### config.mk
export PLATFORM = sky130hd
export DESIGN_NAME = multi_lift_ctrl
export DESIGN_NICKNAME = d
export VERILOG_FILES = /design/src/rtl/lift_pkg.sv /design/src/rtl/lift_car.sv /design/src/rtl/multi_lift_ctrl.sv
export SDC_FILE = /design/constraint.sdc
export NUM_CORES = 1
export LEC_CHECK = 0
export CAP_MARGIN = 10
export CORE_MARGIN = 1
export CORE_UTILIZATION = 54
export CTS_CLUSTER_SIZE = 16
export DETAILED_ROUTE_END_ITERATION = 10
export DONT_BUFFER_PORTS = 1
export GPL_ROUTABILITY_DRIVEN = 0
export GPL_TIMING_DRIVEN = 0
export PLACE_DENSITY = 0.67
export SYNTH_ARGS = -nofsm -noshare
export SYNTH_HDL_FRONTEND = slang
export SYNTH_HIERARCHICAL = 1
export SYNTH_SLANG_ARGS = --single-unit
### constraint.sdc
create_clock -name clk -period 6.7 [get_ports clk]
set_clock_uncertainty 0.2 [all_clocks]
set_input_delay 1.005 -clock clk [delete_from_list [all_inputs] [get_ports clk]]
set_output_delay 1.005 -clock clk [all_outputs]
set_load 0.005 [all_outputs]
### src/rtl/lift_pkg.sv
`default_nettype none
// ============================================================================
//  Module      : lift_pkg
//  Description : Shared types and helpers for the multi-car lift controller.
//                Door/direction/car-state encodings and bitmap scan helpers.
//  Revision    : 1.0  initial release
// ============================================================================
package lift_pkg;

    // Largest supported building; bitmap helpers work on this fixed width.
    localparam int c_MAX_FLOORS = 64;

    typedef enum logic [1:0] {
        DOOR_CLOSED = 2'b00,
        DOOR_OPEN   = 2'b01,
        DOOR_HELD   = 2'b10
    } door_t;

    typedef enum logic [1:0] {
        DIR_IDLE = 2'b00,
        DIR_UP   = 2'b01,
        DIR_DOWN = 2'b10
    } dir_t;

    typedef enum logic [1:0] {
        ST_IDLE   = 2'd0,
        ST_MOVING = 2'd1,
        ST_DOOR   = 2'd2,
        ST_ESTOP  = 2'd3
    } car_state_t;

    // True if any bit strictly above 'floor' is set.
    function automatic logic any_above(input logic [c_MAX_FLOORS-1:0] bitmap,
                                       input int floor);
        logic r;
        r = 1'b0;
        for (int i = 0; i < c_MAX_FLOORS; i++) begin
            if (i > floor && bitmap[i]) r = 1'b1;
        end
        return r;
    endfunction

    // True if any bit strictly below 'floor' is set.
    function automatic logic any_below(input logic [c_MAX_FLOORS-1:0] bitmap,
                                       input int floor);
        logic r;
        r = 1'b0;
        for (int i = 0; i < c_MAX_FLOORS; i++) begin
            if (i < floor && bitmap[i]) r = 1'b1;
        end
        return r;
    endfunction

    function automatic logic floor_in_range(input int floor, input int num_floors);
        return floor < num_floors;
    endfunction

    function automatic int floor_dist(input int a, input int b);
        return (a > b) ? (a - b) : (b - a);
    endfunction

endpackage
`default_nettype wire

### src/rtl/lift_car.sv
`default_nettype none
// ============================================================================
//  Module      : lift_car
//  Description : One lift car: pending-stop bitmap, SCAN direction logic,
//                move/door timers and emergency-stop freeze.
//  Ports       : clk, i_rst_n (async, active-low)
//                i_set_mask  - floors to add to the bitmap this edge
//                i_estop     - emergency stop level
//                o_floor / o_door / o_dir / o_requests - car status
//  Revision    : 1.0  initial release
// ============================================================================
module lift_car
    import lift_pkg::*;
#(
    parameter int NUM_FLOORS  = 8,
    parameter int MOVE_CYCLES = 2,
    parameter int DOOR_CYCLES = 3,
    parameter int FW          = $clog2(NUM_FLOORS)
) (
    input  logic                  clk,
    input  logic                  i_rst_n,
    input  logic [NUM_FLOORS-1:0] i_set_mask,
    input  logic                  i_estop,
    output logic [FW-1:0]         o_floor,
    output door_t                 o_door,
    output dir_t                  o_dir,
    output logic [NUM_FLOORS-1:0] o_requests
);

    localparam int c_TMAX = (MOVE_CYCLES > DOOR_CYCLES) ? MOVE_CYCLES : DOOR_CYCLES;
    localparam int c_TW   = $clog2(c_TMAX + 1);
    localparam logic [c_TW-1:0] c_MOVE_LAST = c_TW'(MOVE_CYCLES - 1);
    localparam logic [c_TW-1:0] c_DOOR_LAST = c_TW'(DOOR_CYCLES - 1);
    localparam logic [FW-1:0]   c_TOP       = FW'(NUM_FLOORS - 1);

    car_state_t             r_state, w_state_nxt;
    car_state_t             r_saved, w_saved_nxt;   // state frozen by e-stop
    logic [FW-1:0]          r_floor, w_floor_nxt;
    dir_t                   r_dir,   w_dir_nxt;
    logic [c_TW-1:0]        r_timer, w_timer_nxt;
    logic [NUM_FLOORS-1:0]  r_req,   w_req_nxt;

    logic [NUM_FLOORS-1:0]   w_pend, w_here, w_step_hot;
    logic [FW-1:0]           w_step;
    logic                    w_at_end;
    logic [c_MAX_FLOORS-1:0] w_rest64;
    logic                    w_rest_up, w_rest_dn;
    logic                    w_has_up, w_has_dn;
    int                      w_d_up, w_d_dn;

    // Requests arriving this edge are always stored, whatever the state.
    assign w_pend   = r_req | i_set_mask;
    assign w_step   = (r_dir == DIR_UP) ? (r_floor + 1'b1) : (r_floor - 1'b1);
    assign w_at_end = (r_dir == DIR_IDLE) ||
                      (r_dir == DIR_UP   && r_floor == c_TOP) ||
                      (r_dir == DIR_DOWN && r_floor == '0);

    always_comb begin
        w_here              = '0;
        w_here[r_floor]     = 1'b1;
        w_step_hot          = '0;
        w_step_hot[w_step]  = 1'b1;
        w_rest64            = '0;
        w_rest64[NUM_FLOORS-1:0] = w_pend & ~w_here;
    end

    assign w_rest_up = any_above(w_rest64, int'(r_floor));
    assign w_rest_dn = any_below(w_rest64, int'(r_floor));

    // Nearest pending stop on each side, for the departure direction from
    // rest. Ascending scan: first hit above and last hit below are nearest.
    always_comb begin
        w_has_up = 1'b0;
        w_has_dn = 1'b0;
        w_d_up   = 0;
        w_d_dn   = 0;
        for (int f = 0; f < NUM_FLOORS; f++) begin
            if (r_req[f]) begin
                if (f > int'(r_floor) && !w_has_up) begin
                    w_has_up = 1'b1;
                    w_d_up   = f - int'(r_floor);
                end
                if (f < int'(r_floor)) begin
                    w_has_dn = 1'b1;
                    w_d_dn   = int'(r_floor) - f;
                end
            end
        end
    end

    // State register
    always_ff @(posedge clk or negedge i_rst_n) begin
        if (!i_rst_n) begin
            r_state <= ST_IDLE;
            r_saved <= ST_IDLE;
            r_floor <= '0;
            r_dir   <= DIR_IDLE;
            r_timer <= '0;
            r_req   <= '0;
        end else begin
            r_state <= w_state_nxt;
            r_saved <= w_saved_nxt;
            r_floor <= w_floor_nxt;
            r_dir   <= w_dir_nxt;
            r_timer <= w_timer_nxt;
            r_req   <= w_req_nxt;
        end
    end

    // Next-state logic
    always_comb begin
        w_state_nxt = r_state;
        w_saved_nxt = r_saved;
        w_floor_nxt = r_floor;
        w_dir_nxt   = r_dir;
        w_timer_nxt = r_timer;
        w_req_nxt   = w_pend;

        if (r_state == ST_ESTOP) begin
            // Timers and position stay frozen; resume exactly where we were.
            if (!i_estop) w_state_nxt = r_saved;
        end else if (i_estop) begin
            w_state_nxt = ST_ESTOP;
            w_saved_nxt = r_state;
        end else begin
            case (r_state)
                ST_IDLE: begin
                    if (r_req[r_floor]) begin
                        w_state_nxt = ST_DOOR;
                        w_timer_nxt = '0;
                        w_req_nxt   = w_pend & ~w_here;
                    end else if (w_has_up || w_has_dn) begin
                        w_state_nxt = ST_MOVING;
                        w_timer_nxt = '0;
                        // Equal distance on both sides departs upward.
                        w_dir_nxt   = (w_has_up && (!w_has_dn || w_d_up <= w_d_dn))
                                      ? DIR_UP : DIR_DOWN;
                    end else begin
                        w_dir_nxt   = DIR_IDLE;
                    end
                end
                ST_MOVING: begin
                    if (r_timer != c_MOVE_LAST) begin
                        w_timer_nxt = r_timer + 1'b1;
                    end else if (w_at_end) begin
                        // Nothing can lie beyond the shaft ends; park safely.
                        w_state_nxt = ST_IDLE;
                        w_dir_nxt   = DIR_IDLE;
                        w_timer_nxt = '0;
                    end else begin
                        w_floor_nxt = w_step;
                        w_timer_nxt = '0;
                        if (w_pend[w_step]) begin
                            w_state_nxt = ST_DOOR;
                            w_req_nxt   = w_pend & ~w_step_hot;
                        end
                    end
                end
                ST_DOOR: begin
                    w_req_nxt = w_pend & ~w_here;
                    if (w_pend[r_floor]) begin
                        // Fresh call for this landing keeps the door open.
                        w_timer_nxt = '0;
                    end else if (r_timer != c_DOOR_LAST) begin
                        w_timer_nxt = r_timer + 1'b1;
                    end else begin
                        w_timer_nxt = '0;
                        if ((r_dir == DIR_UP && w_rest_up) ||
                            (r_dir == DIR_DOWN && w_rest_dn)) begin
                            w_state_nxt = ST_MOVING;
                        end else if (r_dir == DIR_UP && w_rest_dn) begin
                            w_state_nxt = ST_MOVING;
                            w_dir_nxt   = DIR_DOWN;
                        end else if (r_dir == DIR_DOWN && w_rest_up) begin
                            w_state_nxt = ST_MOVING;
                            w_dir_nxt   = DIR_UP;
                        end else begin
                            w_state_nxt = ST_IDLE;
                            w_dir_nxt   = DIR_IDLE;
                        end
                    end
                end
                default: w_state_nxt = ST_IDLE;
            endcase
        end
    end

    // Output logic: door is a pure function of state and frozen state.
    always_comb begin
        o_door = DOOR_CLOSED;
        case (r_state)
            ST_DOOR:  o_door = DOOR_OPEN;
            ST_ESTOP: o_door = (r_saved == ST_MOVING) ? DOOR_CLOSED : DOOR_HELD;
            default:  o_door = DOOR_CLOSED;
        endcase
    end

    assign o_floor    = r_floor;
    assign o_dir      = r_dir;
    assign o_requests = r_req;

endmodule
`default_nettype wire

### src/rtl/multi_lift_ctrl.sv
`default_nettype none
// ============================================================================
//  Module      : multi_lift_ctrl
//  Description : N-car lift controller. Nearest-car hall-call dispatcher with
//                valid/ready handshake feeding per-car SCAN controllers.
//  Ports       : clk, reset (async, active-low)
//                hall_valid/hall_floor/hall_ready - shared hall call
//                car_call_valid/car_call_floor    - per-car cab calls
//                emergency_stop, full_capacity    - per-car levels
//                current_floor, door, direction, requests - packed status
//  Revision    : 1.0  initial release
// ============================================================================
module multi_lift_ctrl
    import lift_pkg::*;
#(
    parameter int NUM_CARS    = 2,
    parameter int NUM_FLOORS  = 8,
    parameter int MOVE_CYCLES = 2,
    parameter int DOOR_CYCLES = 3,
    parameter int FW          = $clog2(NUM_FLOORS)
) (
    input  logic                           clk,
    input  logic                           reset,
    input  logic                           hall_valid,
    input  logic [FW-1:0]                  hall_floor,
    output logic                           hall_ready,
    input  logic [NUM_CARS-1:0]            car_call_valid,
    input  logic [NUM_CARS*FW-1:0]         car_call_floor,
    input  logic [NUM_CARS-1:0]            emergency_stop,
    input  logic [NUM_CARS-1:0]            full_capacity,
    output logic [NUM_CARS*FW-1:0]         current_floor,
    output logic [NUM_CARS*2-1:0]          door,
    output logic [NUM_CARS*2-1:0]          direction,
    output logic [NUM_CARS*NUM_FLOORS-1:0] requests
);

    logic [NUM_CARS-1:0]   w_eligible;
    logic [FW-1:0]         w_floor [NUM_CARS];
    logic [NUM_FLOORS-1:0] w_req   [NUM_CARS];
    door_t                 w_door  [NUM_CARS];
    dir_t                  w_dir   [NUM_CARS];
    logic [NUM_FLOORS-1:0] w_hall_hot;
    logic                  w_in_range, w_absorb, w_found, w_take;
    int                    w_win, w_best;

    assign w_eligible = ~emergency_stop & ~full_capacity;
    assign hall_ready = |w_eligible;
    assign w_in_range = floor_in_range(int'(hall_floor), NUM_FLOORS);

    always_comb begin
        w_hall_hot = '0;
        if (w_in_range) w_hall_hot[hall_floor] = 1'b1;
    end

    // Absorb check and nearest eligible car; strict '<' in ascending order
    // leaves ties with the lowest index.
    always_comb begin
        w_absorb = 1'b0;
        w_found  = 1'b0;
        w_win    = 0;
        w_best   = 0;
        for (int i = 0; i < NUM_CARS; i++) begin
            if (w_in_range && w_req[i][hall_floor]) w_absorb = 1'b1;
            if (w_eligible[i] &&
                (!w_found || floor_dist(int'(w_floor[i]), int'(hall_floor)) < w_best)) begin
                w_found = 1'b1;
                w_win   = i;
                w_best  = floor_dist(int'(w_floor[i]), int'(hall_floor));
            end
        end
    end

    // Out-of-range or already-pending calls still complete the handshake.
    assign w_take = hall_valid && hall_ready && w_in_range && !w_absorb;

    for (genvar i = 0; i < NUM_CARS; i++) begin : g_car
        logic [FW-1:0]         w_cc_floor;
        logic [NUM_FLOORS-1:0] w_cc_hot;
        logic [NUM_FLOORS-1:0] w_set;

        assign w_cc_floor = car_call_floor[i*FW +: FW];

        always_comb begin
            w_cc_hot = '0;
            if (car_call_valid[i] && floor_in_range(int'(w_cc_floor), NUM_FLOORS))
                w_cc_hot[w_cc_floor] = 1'b1;
        end

        assign w_set = w_cc_hot | ((w_take && (w_win == i)) ? w_hall_hot : '0);

        lift_car #(
            .NUM_FLOORS  (NUM_FLOORS),
            .MOVE_CYCLES (MOVE_CYCLES),
            .DOOR_CYCLES (DOOR_CYCLES),
            .FW          (FW)
        ) u_car (
            .clk        (clk),
            .i_rst_n    (reset),
            .i_set_mask (w_set),
            .i_estop    (emergency_stop[i]),
            .o_floor    (w_floor[i]),
            .o_door     (w_door[i]),
            .o_dir      (w_dir[i]),
            .o_requests (w_req[i])
        );

        assign current_floor[i*FW +: FW]                 = w_floor[i];
        assign door[i*2 +: 2]                            = w_door[i];
        assign direction[i*2 +: 2]                       = w_dir[i];
        assign requests[i*NUM_FLOORS +: NUM_FLOORS]      = w_req[i];
    end

endmodule
`default_nettype wire

# == Word-level counts from Yosys, hierarchy flattened ==
# Cells that the tools add are included.
# op_classes
n_addsub,36
order_cmp,47
eq_ne,43
n_mux,261
n_bitwise,23
reduce_logical,111
# ops
cell,n
$mux 32,57
$mux 8,16
$mux 2,54
$mux 1,105
$logic_and 1x1->1,66
$le 32x32->1,2
$pmux 8 s3,2
$pmux 2 s3,6
$and 8x8->8,4
$logic_not 32->1,1
$lt 32x32->1,1
$not 8->8,4
$or 8x8->8,4
$sub 3x3->4 const A,8
$lt 3x4->1 const B,7
$bmux 1 s3,8
$gt 3x3->1 const A,8
$ne 2x2->1 const B,12
$ne 4x3->1 const B,6
$sub 3x3->4 const B,6
$demux 1 s3,7
$ge 3x1->1 const B,7
$ne 5x2->1 const B,4
$reduce_and 5->1,4
other kinds (33),122
# totals
regBits,38
in_bits,18
output_inout_bits,31
elab_cells,533

# == Longest topological paths before layout ==
# Gate-level depths: netlist (run 1).
# logic_depth
word_depth,34
depth_mapped,22
depth_no_buf,22

# == By module ==
# The synthesis (run 1) kept the hierarchy.
# by_module_without_submodules
mod,n_inst,cells_each,area_each_um2,seq_area_each_um2
lift_car (g_car[1].u_car),1,322,2493.6,475.5
lift_car (g_car[0].u_car),1,325,2443.6,475.5
multi_lift_ctrl,1,117,895.9,0.0

# == Worst setup path after synthesis (run 1) ==
# No wires, ideal clock.
# synth_timing
kind,input -> register
startpoint,input hall_floor[0]
endpoint,register g_car[0].u_car.r_dir[0]
setup_ps,128
arrival_ps,5023
required_ps,6372
setup_slack_ps,1349
stages,20
path_buffers,0
cell_sequence,ha_1 -> inv_1 -> fa_1 -> inv_1 -> fa_1 -> a31oi_4 -> mux2_4 -> a221oi_2 -> ha_1 -> nand2b_1 -> a21boi_0 -> a41o_2 -> o22ai_1 -> nor2_1 -> a21oi_1 -> a221oi_1 -> and3_1 -> o21ai_2 -> a311oi_2 -> mux2_1
# synth_between
elab_cells_between_ends,76
cone_classes,4 x add/sub; 5 x order compare; 2 x eq/ne; 35 x mux; 3 x bitwise; 27 x reduce/logical
# synth_rtl
element,line_no,source
"start, declared",multi_lift_ctrl.sv:25,"input logic [FW-1:0] hall_floor,"
$sub 3x3->4 or $gt 3x3->1 (tied branches),lift_pkg.sv:59,return (a > b) ? (a - b) : (b - a);
$mux 32,lift_pkg.sv:59,
$mux 32,multi_lift_ctrl.sv:64,if (w_eligible[i] &&
$lt 32x32->1,multi_lift_ctrl.sv:65,"(!w_found || floor_dist(int'(w_floor[i]), int'(hall_floor)) < w_best)) begin"
$logic_or 1x1->1,multi_lift_ctrl.sv:65,
$logic_and 1x1->1,multi_lift_ctrl.sv:64,
$mux 1,multi_lift_ctrl.sv:64,
$logic_not 32->1,multi_lift_ctrl.sv:89,assign w_set = w_cc_hot | ((w_take && (w_win == i)) ? w_hall_hot : '0);
[3 not listed],-,
named net g_car[0].w_set[3],multi_lift_ctrl.sv:79,logic [NUM_FLOORS-1:0] w_set;
[3 not listed],-,
$mux 1 (5 in a row),lift_pkg.sv:38,if (i > floor && bitmap[i]) r = 1'b1;
$logic_and 1x1->1,lift_car.sv:174,end else if (r_dir == DIR_DOWN && w_rest_up) begin
$mux 1,lift_car.sv:174,
$mux 2,lift_car.sv:171,end else if (r_dir == DIR_UP && w_rest_dn) begin
$mux 2,lift_car.sv:168,if ((r_dir == DIR_UP && w_rest_up) ||
$mux 2,lift_car.sv:164,end else if (r_timer != c_DOOR_LAST) begin
$mux 2,lift_car.sv:161,if (w_pend[r_floor]) begin
$pmux 2 s3,lift_car.sv:126,case (r_state)
"end signal, assigned",lift_car.sv:104,r_dir <= w_dir_nxt;
"end, declared",lift_car.sv:39,"dir_t r_dir, w_dir_nxt;"
# The timed path passes the listed nets; every way through them passes the cells marked *. The select of a mux whose other input is x is not followed.
# A chain may end at the register's enable or synchronous reset.

# == Worst setup path after layout (run 1) ==
# layout_timing
startpoint,input hall_floor[0]
endpoint,register g_car[0].u_car.r_state[1]
# layout_between
elab_cells_between_ends,76
cone_classes,4 x add/sub; 5 x order compare; 2 x eq/ne; 37 x mux; 3 x bitwise; 25 x reduce/logical
# layout_rtl
element,line_no,source
$sub 3x3->4 or $gt 3x3->1 (tied branches),lift_pkg.sv:59,
$mux 32,lift_pkg.sv:59,
$mux 32,multi_lift_ctrl.sv:64,
$lt 32x32->1,multi_lift_ctrl.sv:65,
$logic_or 1x1->1,multi_lift_ctrl.sv:65,
$logic_and 1x1->1,multi_lift_ctrl.sv:64,
$mux 1,multi_lift_ctrl.sv:64,
$logic_not 32->1,multi_lift_ctrl.sv:89,
[3 not listed],-,
named net g_car[0].w_set[5],multi_lift_ctrl.sv:79,
[6 not listed],-,
$logic_and 1x1->1,lift_car.sv:168,
$logic_or 1x1->1,lift_car.sv:168,
$mux 2,lift_car.sv:168,
$mux 2,lift_car.sv:164,
$mux 2,lift_car.sv:161,
$pmux 2 s3,lift_car.sv:126,
$mux 2,lift_car.sv:122,end else if (i_estop) begin
$mux 2,lift_car.sv:119,if (r_state == ST_ESTOP) begin
"end signal, assigned",lift_car.sv:101,r_state <= w_state_nxt;
"end, declared",lift_car.sv:36,"car_state_t r_state, w_state_nxt;"
# Marked as above.

==> results of run 1 <==
[state kept, by name, summed over array words and instances (netlist names)]
register,count
g_car.u_car/o_floor,6
g_car.u_car/r_state,4
g_car.u_car/o_dir,4
g_car.u_car/r_timer,4
g_car.u_car/o_requests,16
g_car.u_car/r_saved,4
[metrics by stage]
stage / setup WS (ns) / hold slack [ns] / cells / cell area, um2 / power, uW
after floorplan: 1.35 / 0.298 / 764 / 5830 / 2540
after global placement: 0.827 / 0.313 / 900 / 6000 / 3190
after detailed placement: 0.743 / 0.326 / 900 / 6000 / 3250
after CTS: 1.03 / 0.196 / 908 / 6150 / 3510
after global routing: 0.649 / 0.188 / 908 / 6150 / 3900
final: 0.939 / 0.203 / 909 / 6150 / 3600
[cell type report]
type | count | area [um2]
Multi-Input combinational cell | 641 | 4530
Fill cell | 992 | 4270
Sequential cell | 38 | 951
Inverter | 52 | 195
Tap cell | 136 | 170
Buffer | 33 | 156
Clock buffer | 6 | 82.6
Clock inverter | 2 | 60.1
Antenna cell | 1 | 2.50
[cell usage after synthesis (9+ instances only)]
| library cell | n |
|---|---|
| a21oi_1 | 41 |
| a31oi_1 | 21 |
| and2_1 | 10 |
| buf_2 | 10 |
| clkbuf_1 | 19 |
| dfrtp_1 | 38 |
| ha_1 | 58 |
| inv_1 | 49 |
| mux2i_1 | 10 |
| nand2_1 | 96 |
| nand2b_1 | 20 |
| nand3_1 | 35 |
| nor2_1 | 48 |
| nor2b_1 | 26 |
| o211ai_1 | 9 |
| o21ai_0 | 62 |
| o22ai_1 | 20 |
[worst reg2reg max path, delay by kind of cell (launching register included)]
family | cells | cell delay (ns)
adders and majority gates | 4 | 1.02
DFF | 1 | 0.71
buffers and inverters | 3 | 0.23
and+or+nand+nor | 5 | 1.25
AOI/OAI and AO/OA | 7 | 1.62
muxes | 2 | 0.46
[path summary, 6_finish.rpt]
kind	endpoint	slack [ns]	depth (start not counted)
worst max-delay path	g_car[0].u_car/r_state[1]$_DFFE_PN0P_	0.94	20
worst min-delay path	g_car[0].u_car/o_requests[0]$_DFF_PN0_	0.20	0
worst max register to register	g_car[0].u_car/r_state[1]$_DFFE_PN0P_	1.12	21
worst min register to register	g_car[0].u_car/r_saved[0]$_DFFE_PN0N_	0.34	1
max in group asynchronous	g_car[0].u_car/o_dir[0]$_DFFE_PN0P_	6.00	0
min in group clk	g_car[0].u_car/r_saved[0]$_DFFE_PN0N_	0.34	1
[cells by family (layout without fill, tap and decap cells)]
logic type	count (synthesis)	in the layout	share of synthesized area
buffers and inverters	85	93	0.0603
XOR/XNOR	9	9	0.0135
AND/OR/NAND/NOR	295	295	0.257
multiplexers	27	27	0.0635
AO/OA/AOI/OAI	244	244	0.291
other	0	1	0
adder cells (fa/ha/maj)	66	66	0.152
flip-flops	38	38	0.163
[per-layer routing]
metal | part of all wire | up-vias | wire [um]
li1 | - | 2863 | -
met1 | 0.42 | 2911 | 7770
met2 | 0.41 | 445 | 7590
met3 | 0.15 | 67 | 2700
met4 | 0.027 | 0 | 504
met5 | 0 | - | 0
[where the power goes]
| group | internal (uW) | switching [uW] | leakage, uW |
|---|---|---|---|
| Combinational | 1090 | 1710 | 0.00198 |
| Clock | 159 | 85.1 | 0.0000714 |
| Sequential | 329 | 232 | 0.000470 |
==> impl_metrics.toml, run 1 <==
[run_status]
run_status = "finished clean"

[detailed_routing]
route.antenna.remaining_nets = 0
firstDrtPassIters = 9
drt-initial-drc-count = 907
via_per_inst = 6.92
totalWireLength_um = 18600
vias = 6286
drc = 0
wl_per_cell_um = 20.4

[synthesis]
syn_inst = 764
synth-main-ff-cell = "dfrtp_1"
synth_top_area_share = 0.163
async_flop_share = 1.00
syn_nets = 848
yosysWarnings = 6
synth_edf_count = 0
synth-seq-cells = 38
synth.area.top_cells = "dfrtp_1 16%, ha_1 12%, nand2_1 6.2%"
ys_seq_area_frac = 0.163
avgSynthCellArea_um2 = 7.63
synth.distinct_cells = 93
syn_area_um2 = 5830
synth_top_area_cell = "dfrtp_1"

[final_layout]
area_delta_synth_final_pct = 5.41
most-common-layout-cells = "96 x nand2_1, 62 x o21ai_0, 58 x ha_1"
final_common_cell = "nand2_1"
nets = 855
drive_gt1_frac = 0.0725
fin_util = 0.590

[place]
dpl.hpwl_um = 14300
io_buffers = 0

[min_path]
hold_class = "primary input to async pin"

[sta]
finalSetupTns_ns = 0
tightest_slew_ns = 0.685
finalCritPeriodShare = 0.860
min_period_ns = 5.76
timing.fmax_ghz = 0.174
maxSlewViolCount = 0
slew-limit-headroom = 0.538
hold_viol_final = 0
rsz0062_at_grt = "false"
setup_viol = 0

[worst_setup_path]
crit_buf_inv = 2
critPathMaxFanout = 8
worstPathArrival_ns = 5.74
r2r_start = "g_car[0].u_car/o_floor[0]$_DFFE_PN0P_"
required_ns = 6.68
crit_chain = "ha_1, inv_1, fa_1, inv_1, fa_1, a31oi_4, mux2_4, a221oi_2, ha_1, nand2b_1, a21boi_0, a41o_2, o32ai_1, nor2_1, mux4_1, mux2i_1, o21ba_2, nor4_2, nor4_1, a221oi_1"
crit_start = "hall_floor[0]"
endpoint_kind = "flip-flop"
start_kind = "primary input"
critical_path.top_delay_family = "compound AO/OA/AOI/OAI gates"
critPathKind = "primary input to flip-flop"
critPathMaxStageDelay_ns = 0.45
slowest_stage = "nor4_2"

[clocking]
cts_buffers = 5
root_buffer = "clkbuf_8"
clk_latency_ns = 0.29
clk_pin_slew_ns = 0.08
postCtsSetupRepairBufs = 0
clock-sinks = 38
cts_resized = 0
cts_tree = "built"
htree_levels = 2
holdBufCountCts = 0
cts_max_path_buffers = 2

[die]
fp.dieArea_um2 = 11200
initial_utilization = 0.560
die_w_um = 106
rows = 37
die_h_um = 106
ios = 49
core_um2 = 10400

[flow_run]
cap_viol_max_count = 0

[grt]
grt_max_degree = 39
busiest_layer = "met2"
grt_pass1_vias = 5724
track_usage = 0.332
antenna_found_initial = 0
grt_pass1_wl_um = 29700
gr-total-overflow = 0
grt_use_met3 = 0.109
met1_usage = 0.473
met2_usage = 0.475

[power]
p_per_area_nw_per_um2 = 586
ir_worst_vdd_mv = 0.356
p_leak_uw = 0.00252
(Power assumes the default switching activity.)
==> inputs of run 2 (changes only) <==
--- a/config.mk
+++ b/config.mk
@@ -14,6 +14,7 @@
 export GPL_ROUTABILITY_DRIVEN = 0
 export GPL_TIMING_DRIVEN = 0
 export PLACE_DENSITY = 0.67
+export SKIP_LAST_GASP = 1
 export SYNTH_ARGS = -nofsm -noshare
 export SYNTH_HDL_FRONTEND = slang
 export SYNTH_HIERARCHICAL = 1
==> results of run 2 <==
Same layout as run 1: the final DEF is identical, and so are final timing and power.
==> inputs of run 3 (changes only) <==
--- a/config.mk
+++ b/config.mk
@@ -10,10 +10,9 @@
 export CORE_UTILIZATION = 54
 export CTS_CLUSTER_SIZE = 16
 export DETAILED_ROUTE_END_ITERATION = 10
-export DONT_BUFFER_PORTS = 1
 export GPL_ROUTABILITY_DRIVEN = 0
 export GPL_TIMING_DRIVEN = 0
-export PLACE_DENSITY = 0.67
+export PLACE_DENSITY = 0.73
 export SKIP_LAST_GASP = 1
 export SYNTH_ARGS = -nofsm -noshare
 export SYNTH_HDL_FRONTEND = slang
==> run 3 against run 2 <==
Net effect:
- via count is 3.2% higher
- worst setup slack lost 0.63 ns
- combinational power up 8.2%
- fmax decreased by 9.8%
- sequential power is 3% lower
- first-iteration DRC count shrank 7.5%
- hold slack improved by 0.14 ns
- wire length is 3.1% higher
- final cell count rose by 5.2%
- non-clock buffer count increased by 48
- critical path type unchanged
- critical endpoint is now g_car[0].u_car/o_dir[0]$_DFFE_PN0P_
- largest cell class unchanged
- largest power group unchanged
==> impl_metrics.toml, run 3 (same netlist as run 1, synthesis figures left out) <==
[run_status]
run_status = "finished clean"

[final_layout]
multi_input_area_um2 = 4540
final_common_cell = "nand2_1"
drive_gt1_frac = 0.0707
fin_util = 0.636
antennaDiodeCount = 0
nFillCells = 948
most-common-layout-cells = "96 x nand2_1, 62 x o21ai_0, 58 x ha_1"
largest_reg_flops = 16
regArea_um2 = 951
stdcell_count = 956
area_delta_synth_final_pct = 13.6
nets = 903

[worst_setup_path]
r2r_end = "g_car[0].u_car/o_dir[0]$_DFFE_PN0P_"
worstPathArrival_ns = 6.38
crit_buf_inv = 3
endpoint_kind = "flip-flop"
r2r_start = "g_car[0].u_car/o_floor[0]$_DFFE_PN0P_"
required_ns = 6.69
crit_start = "hall_floor[0]"
critPathMaxFanout = 8
cp-endpoint = "g_car[0].u_car/o_dir[0]$_DFFE_PN0P_"
critPathMaxStageDelay_ns = 0.55
rr_worst_depth = 21
crit_chain = "clkdlybuf4s50_1, ha_1, inv_1, fa_1, inv_1, fa_1, a31oi_4, mux2_4, a221oi_2, ha_1, nand2b_1, a21boi_0, a41o_2, o32ai_1, nor2_1, a22oi_1, a221oi_1, and3_1, o21ai_2, a311oi_2, mux2_1"
critical_path.top_delay_family = "compound AO/OA/AOI/OAI gates"
start_kind = "primary input"
critPathKind = "primary input to flip-flop"
crit_cells = 21
slowest_stage = "clkdlybuf4s50_1"
rrSetupSlack_ns = 1.09

[detailed_routing]
wl_per_cell_um = 20.0
route.antenna.remaining_nets = 0
firstDrtPassIters = 6
drc = 0
vias = 6487
totalWireLength_um = 19100
via_per_inst = 6.79
drt-initial-drc-count = 839

[grt]
grt_max_degree = 39
track_usage = 0.341
grt_pass1_vias = 6111
antenna_found_initial = 0
gr-total-overflow = 0
grt_pass1_wl_um = 30500

[die]
initial_utilization = 0.560
fp.dieArea_um2 = 11200
die_w_um = 106
core_um2 = 10400
die_h_um = 106
rows = 37
ios = 49

[clocking]
clk_pin_slew_ns = 0.08
cts_resized = 0
postCtsSetupRepairBufs = 0
clock-sinks = 38
clk_latency_ns = 0.30
cts_buffers = 5
cts_tree = "built"
holdBufCountCts = 0
root_buffer = "clkbuf_8"
htree_levels = 2
cts_max_path_buffers = 2

[sta]
maxSlewViolCount = 0
slew-limit-headroom = 0.410
setup_viol = 0
rsz0062_at_grt = "false"
hold_ws_ns = 0.344
finalCritPeriodShare = 0.953
tightest_slew_ns = 0.885
timing.fmax_ghz = 0.157
hold_viol_final = 0
min_period_ns = 6.39

[min_path]
min_from = "g_car[1].u_car/r_saved[0]$_DFFE_PN0N_"
hold_class = "flip-flop to flip-flop"

[place]
dp_cells = 948
io_buffers = 48
dpl.hpwl_um = 14600

[power]
p_per_area_nw_per_um2 = 575
p_leak_uw = 0.00271
ir_worst_vdd_mv = 0.369

[flow_run]
cap_viol_max_count = 0
## run 3: cell types whose count changed in the layout (fill, tap and decap cells not counted)
cell / previous run / this run
clkdlybuf4s50_1: 0 / 46
inv_2: 2 / 3
nor4_4: 0 / 1
buf_2: 10 / 11
clkbuf_8: 6 / 5
inv_1: 49 / 48
dlymetal6s2s_1: 0 / 1
clkinv_4: 0 / 1
nor4_2: 1 / 0
diode_2: 1 / 0
## run 3: power by group
group          switching (uW)  internal (uW)  total, uW
Combinational            1780           1240       3030
Clock                    92.5            149        242
Sequential                215            330        544
Total                    2090           1720       3810
## run 3: how the worst min path moves through the flow
stage | end | cells after the start | slack, ns
final | g_car[1].u_car/r_saved[0]$_DFFE_PN0N_ | 1 | 0.34
after global routing | g_car[1].u_car/r_saved[0]$_DFFE_PN0N_ | 1 | 0.36
after CTS | g_car[1].u_car/r_saved[0]$_DFFE_PN0N_ | 1 | 0.35
after detailed placement | g_car[1].u_car/r_saved[0]$_DFFE_PN0N_ | 1 | 0.33
after global placement | g_car[1].u_car/r_saved[0]$_DFFE_PN0N_ | 1 | 0.31
after floorplan | g_car[0].u_car/r_saved[0]$_DFFE_PN0N_ | 1 | 0.30
## run 3: area by class of cell
type | instances | area share
repair buffers | 48 | 0.0721
plain buffers | 33 | 0.0236
clock buffers | 5 | 0.0104
flip-flops and latches | 38 | 0.143
inverters | 52 | 0.0295
multi-input cells | 641 | 0.685
clock inverters | 3 | 0.0104
well taps | 136 | 0.0257
## run 3: per-stage QoR
step / power [uW] / area, um2 / worst slack (ns) / setup TNS [ns]
3_3_place_gp: 3340 / 6480 / 0.0617 / 0
3_5_place_dp: 3430 / 6480 / -0.0391 / -0.110
2_1_floorplan: 2540 / 5830 / 1.35 / 0
5_1_grt: 4100 / 6630 / 0.0721 / 0
4_1_cts: 3700 / 6620 / 0.240 / 0
6_report: 3810 / 6630 / 0.312 / 0
## run 3: routing by layer
metal	up-vias	wire (um)	global-route usage
met1	3029	8110	0.477
met3	76	2360	0.0852
li1	2956	-	-
met2	426	8160	0.510
met4	0	512	0.116
met5	-	0	0
